### config.mk
export PLATFORM = sky130hd
export DESIGN_NAME = divider32b_sequencer
export DESIGN_NICKNAME = d
export VERILOG_FILES = /design/src/rtl/divider32b_sequencer.sv
export SDC_FILE = /design/constraint.sdc
export NUM_CORES = 1
export LEC_CHECK = 0
export CAP_MARGIN = 10
export CORE_ASPECT_RATIO = 1.5
export CORE_MARGIN = 1
export CORE_UTILIZATION = 42
export DETAILED_ROUTE_END_ITERATION = 16
export PLACE_DENSITY = 0.74
export SLEW_MARGIN = 15
export SYNTH_ARGS = -nofsm -noshare
export SYNTH_HDL_FRONTEND = slang
export SYNTH_SLANG_ARGS = --single-unit
### constraint.sdc
create_clock -name clk -period 6 [get_ports clk]
set_clock_uncertainty 0.15 [all_clocks]
set_input_delay 0.9 -clock clk [delete_from_list [all_inputs] [get_ports clk]]
set_output_delay 0.9 -clock clk [all_outputs]
set_load 0.005 [all_outputs]
### src/rtl/divider32b_sequencer.sv
// Valid/ready front/back end for the 32-bit unsigned restoring divider core: sign handling, bypasses, start/finish sequencing.
// Optional core watchdog in WAIT is enabled with `define DIV_SEQ_TIMEOUT_EN.
module divider32b_sequencer #(
    parameter int TIMEOUT_CYCLES = 80
) (
    input  logic        clk,
    input  logic        rst,
    input  logic        req_valid,
    output logic        req_ready,
    input  logic [31:0] req_a,
    input  logic [31:0] req_b,
    input  logic        req_signed,
    output logic        resp_valid,
    input  logic        resp_ready,
    output logic [31:0] resp_quo,
    output logic [31:0] resp_rem,
    output logic        resp_dz,
    output logic        resp_err,
    output logic        div_start,
    output logic [31:0] div_a,
    output logic [31:0] div_b,
    input  logic [32:0] div_quo,
    input  logic [31:0] div_rem,
    input  logic        div_finish
);
    typedef enum logic [2:0] {S_IDLE, S_START, S_ARM, S_WAIT, S_DONE} state_t;

    state_t      r_state, w_next;
    logic        r_neg_q, r_neg_r, r_dz, r_err;
    logic [31:0] r_quo, r_rem, r_div_a, r_div_b;

    logic        w_accept, w_dz, w_ovf, w_timeout;
    logic [31:0] w_mag_a, w_mag_b, w_fix_q, w_fix_r;

    assign w_accept = req_valid & req_ready;
    assign w_mag_a  = (req_signed & req_a[31]) ? -req_a : req_a;
    assign w_mag_b  = (req_signed & req_b[31]) ? -req_b : req_b;
    assign w_dz     = (req_b == 32'd0);
    assign w_ovf    = req_signed & (req_a == 32'h8000_0000) & (req_b == 32'hFFFF_FFFF);
    // Remainder sign follows the dividend; quotient sign is the XOR of operand signs.
    assign w_fix_q  = r_neg_q ? -div_quo[31:0] : div_quo[31:0];
    assign w_fix_r  = r_neg_r ? -div_rem : div_rem;

`ifdef DIV_SEQ_TIMEOUT_EN
    logic [7:0] r_cnt;
    logic       w_unused;
    assign w_unused  = &{1'b0, div_quo[32]};
    assign w_timeout = (r_state == S_WAIT) & ~div_finish & (r_cnt == 8'(TIMEOUT_CYCLES - 1));

    always_ff @(posedge clk or posedge rst) begin
        if (rst)                    r_cnt <= 8'd0;
        else if (r_state == S_ARM)  r_cnt <= 8'd0;
        else if (r_state == S_WAIT) r_cnt <= r_cnt + 8'd1;
    end
`else
    logic w_unused;
    assign w_unused  = &{1'b0, div_quo[32], TIMEOUT_CYCLES[0]};
    assign w_timeout = 1'b0;
`endif

    always_ff @(posedge clk or posedge rst) begin
        if (rst) r_state <= S_IDLE;
        else     r_state <= w_next;
    end

    always_comb begin
        w_next = r_state;
        case (r_state)
            S_IDLE:  if (w_accept) w_next = (w_dz | w_ovf) ? S_DONE : S_START;
            S_START: w_next = S_ARM;
            // finish may still be high from the previous op, so ARM never looks at it
            S_ARM:   w_next = S_WAIT;
            S_WAIT:  if (div_finish | w_timeout) w_next = S_DONE;
            S_DONE:  if (resp_ready) w_next = S_IDLE;
            default: w_next = S_IDLE;
        endcase
    end

    always_comb begin
        req_ready  = (r_state == S_IDLE) & ~rst;
        resp_valid = (r_state == S_DONE);
        div_start  = (r_state == S_START);
    end

    always_ff @(posedge clk or posedge rst) begin
        if (rst) begin
            r_neg_q <= 1'b0;
            r_neg_r <= 1'b0;
            r_dz    <= 1'b0;
            r_err   <= 1'b0;
            r_quo   <= 32'd0;
            r_rem   <= 32'd0;
            r_div_a <= 32'd0;
            r_div_b <= 32'd0;
        end else if (r_state == S_IDLE && w_accept) begin
            r_neg_q <= req_signed & (req_a[31] ^ req_b[31]);
            r_neg_r <= req_signed & req_a[31];
            r_dz    <= w_dz;
            r_err   <= 1'b0;
            if (w_dz) begin
                r_quo <= 32'hFFFF_FFFF;
                r_rem <= req_a;
            end else if (w_ovf) begin
                r_quo <= 32'h8000_0000;
                r_rem <= 32'd0;
            end else begin
                r_div_a <= w_mag_a;
                r_div_b <= w_mag_b;
            end
        end else if (r_state == S_WAIT) begin
            if (div_finish) begin
                r_quo <= w_fix_q;
                r_rem <= w_fix_r;
            end else if (w_timeout) begin
                r_err <= 1'b1;
                r_quo <= 32'd0;
                r_rem <= 32'd0;
            end
        end
    end

    assign resp_quo = r_quo;
    assign resp_rem = r_rem;
    assign resp_dz  = r_dz;
    assign resp_err = r_err;
    assign div_a    = r_div_a;
    assign div_b    = r_div_b;
endmodule

==> metrics.yaml <==
ctsResizeCount: 0
fill_cells: 1715
syn-cell-area_mm2: 0.00839
place_area_mm2: 0.0113
drtPass1Iterations: 11
htreeDepth: 4
max_freq_mhz: 242
crit_required_ps: 6150
period_needed_ps: 4130
cts_buffer_depth: 2
yosysWarnings: 0
row_count: 63
synth_top_cell_by_area: "dfrtp_1"
fin_area_mm2: 0.0119
via_per_inst: 5.58
grt_overflow_total: 0
worstPathArrival_ps: 4280
grt_pass1_vias: 7531
cts_tree: "yes"
max_slew_margin_pct: 22.3
rsz0062_at_grt: "no"
timing.final.crit_share_pct: 68.8
layout-area-overhead-vs-synth_pct: 41.7
netlist_top_cells_area: "dfrtp_1, mux2_1, xor2_1"
insertion_delay_ps: 420
outcome: "finished with violations"
synth_cells: 840
nets: 1229
ys.flop_type: "dfrtp_1"
die_y_um: 175
grt_pass1_wl_mm: 39.8
cts_made_buffers: 17
worst_slew_pin_slew_ps: 1170
ir_worst_vdd_mv: 0.200
drive_gt1_share_pct: 5.72
endpoint_kind: "flop"
clk_pin_slew_worst_paths_ps: 60
holdCritPathClass: "flop to flop"
n_antenna_cell: 0
die_area_mm2: 0.0206
grtUsageTotal_pct: 24.7
setup_violations: 0
yosys.cell_types.count: 55
cts_setup_buffers: 0
grt_max_degree: 97
maxCapViolCount: 0
placeableCoreArea_mm2: 0.0197
cp_max_fo: 32
drt_iter0_drc: 387
ant_nets: 0
ios: 268
remaining_drc_errors: 2
die_w_um: 117
antenna_found_initial: 0
avgSynthCellArea_um2: 9.99
port_buffers: 265
num_vias: 7604
violations: "DRC"
ys_async_sr_fraction_pct: 100
synth_top_area_share_pct: 40.0
finalWeightedCongestion: 0.846
wl_per_cell_um: 18.4
hold_viol_final: 0
cts_num_sinks: 134
yosysSeqAreaShare_pct: 40.0
ys_ff_latch: 134
path_class: "input pin to flop"
p_per_area_mw_per_mm2: 419
hold_buffers: 0
setup_tns_ps: 0
dp_hpwl_mm: 18.5
cts_root_buf: "clkbuf_16"
slew_viol_final: 0
wirelength_mm: 25.0
initial_utilization_pct: 42.6
cp-start-kind: "input pin"
total_leakage_power_nw: 4.73
synthesis.nets: 980
synth_edf_count: 0
[worst max-delay path, cell delays in order]
cell             delay [ps]
clkdlybuf4s50_1         530
or4_4                   620
nor4_1                  290
nand4_1                 180
nor4_4                  610
o22ai_4                 370
buf_4                   380
mux2_1                  360
[through the flow]
| stage | cells | hold WS, ps | power, mW | utilization, % | setup slack [ps] |
|---|---|---|---|---|---|
| 2_1_floorplan | 840 | 321 | 2.62 | - | 1370 |
| 6_report | 1362 | 324 | 4.98 | 60.4 | 1870 |
| 4_1_cts | 1362 | 326 | 5.03 | 60.4 | 1800 |
| 3_3_place_gp | 1330 | 311 | 3.84 | 57.2 | 1410 |
| 5_1_grt | 1362 | 344 | 5.28 | 60.4 | 1620 |
| 3_5_place_dp | 1330 | 312 | 3.88 | 57.2 | 1360 |
[area by class of cell]
type	count	area [um^2]	share of cell area, %
Multi-Input combinational cell	643	4800	40.3
Sequential cell	134	3350	28.2
Timing Repair Buffer	271	2700	22.7
Clock buffer	20	457	3.84
Tap cell	260	325	2.73
Clock inverter	12	175	1.47
Inverter	22	87.6	0.736
[synth_stat cells (11+ instances only)]
| master | n |
|---|---|
| dfrtp_1 | 134 |
| mux2_1 | 95 |
| xor2_1 | 70 |
| nand2_1 | 65 |
| o21ai_0 | 48 |
| xnor2_1 | 47 |
| nor2_1 | 45 |
| a21oi_1 | 28 |
| o31ai_1 | 27 |
| nor3_1 | 23 |
| inv_1 | 22 |
| clkbuf_1 | 21 |
| a22o_1 | 20 |
| nor4_1 | 19 |
| o22ai_1 | 15 |
| nand4_1 | 14 |
| o41ai_1 | 14 |
| buf_2 | 13 |
| nand3_1 | 11 |
| or4_1 | 11 |
[per-layer routing]
metal  track usage [%]  wire length (um)  vias up
met5                 0                 0        -
li1                  -                 -     3578
met3              4.08              1060       64
met2              44.1             13100      271
met1              28.2              9740     3691
met4              12.7              1090        0
[flip-flops by register name (all words and copies together) (netlist names)]
signal    flops
resp_dz       1
resp_rem     32
r_state       3
resp_quo     32
r_neg_q       1
div_b        32
div_a        32
r_neg_r       1
[cells by family (layout without fill, tap and decap cells)]
group | after synthesis | count (layout) | share of synthesized area, %
and+or+nand+nor | 233 | 233 | 14.5
AOI/OAI and AO/OA | 177 | 177 | 14.7
DFF | 134 | 134 | 40.0
xor gates and xnor gates | 117 | 117 | 12.2
muxes | 110 | 110 | 14.7
buffers and inverters | 63 | 325 | 3.15
adders and majority gates | 5 | 5 | 0.745
other | 1 | 1 | 0.0447
[worst paths after layout]
| kind | depth (start not counted) | to | from | slack, ps |
|---|---|---|---|---|
| worst max-delay path | 8 | resp_rem[6] | req_a[24] | 1870 |
| min in group asynchronous | 2 | div_b[3] | rst | 920 |
| worst min-delay path | 2 | resp_dz | resp_dz | 320 |
| max in group asynchronous | 3 | div_a[8] | rst | 3680 |
| worst min register to register | 2 | resp_dz | resp_dz | 320 |
| worst max register to register | 7 | div_b[18] | r_state[0] | 2350 |
[layout by cell type, fill, tap and decap left out, types with 8 or more instances in the layout]
cell | synthesis | routed
mux2_2 | 9 | 9
a21oi_1 | 28 | 28
xnor2_1 | 47 | 47
mux2_1 | 95 | 95
xor2_1 | 70 | 70
a22o_1 | 20 | 20
nor2_1 | 45 | 43
o41ai_1 | 14 | 14
o22ai_1 | 15 | 14
nor3_1 | 23 | 23
inv_1 | 22 | 21
o21ai_0 | 48 | 48
nand2_1 | 65 | 65
clkdlybuf4s50_1 | 0 | 265
or4_1 | 11 | 11
clkbuf_16 | 0 | 17
or3_1 | 8 | 8
nor4_1 | 19 | 19
nand4_1 | 14 | 14
nand3_1 | 11 | 11
o31ai_1 | 27 | 27
dfrtp_1 | 134 | 134
[where the power goes]
| part | internal (mW) | switching, mW |
|---|---|---|
| registers | 1.35 | 0.295 |
| clock network | 0.717 | 0.413 |
| logic | 1.39 | 0.816 |
| total | 3.46 | 1.52 |
Note: power is estimated with default switching activity, not from simulation.
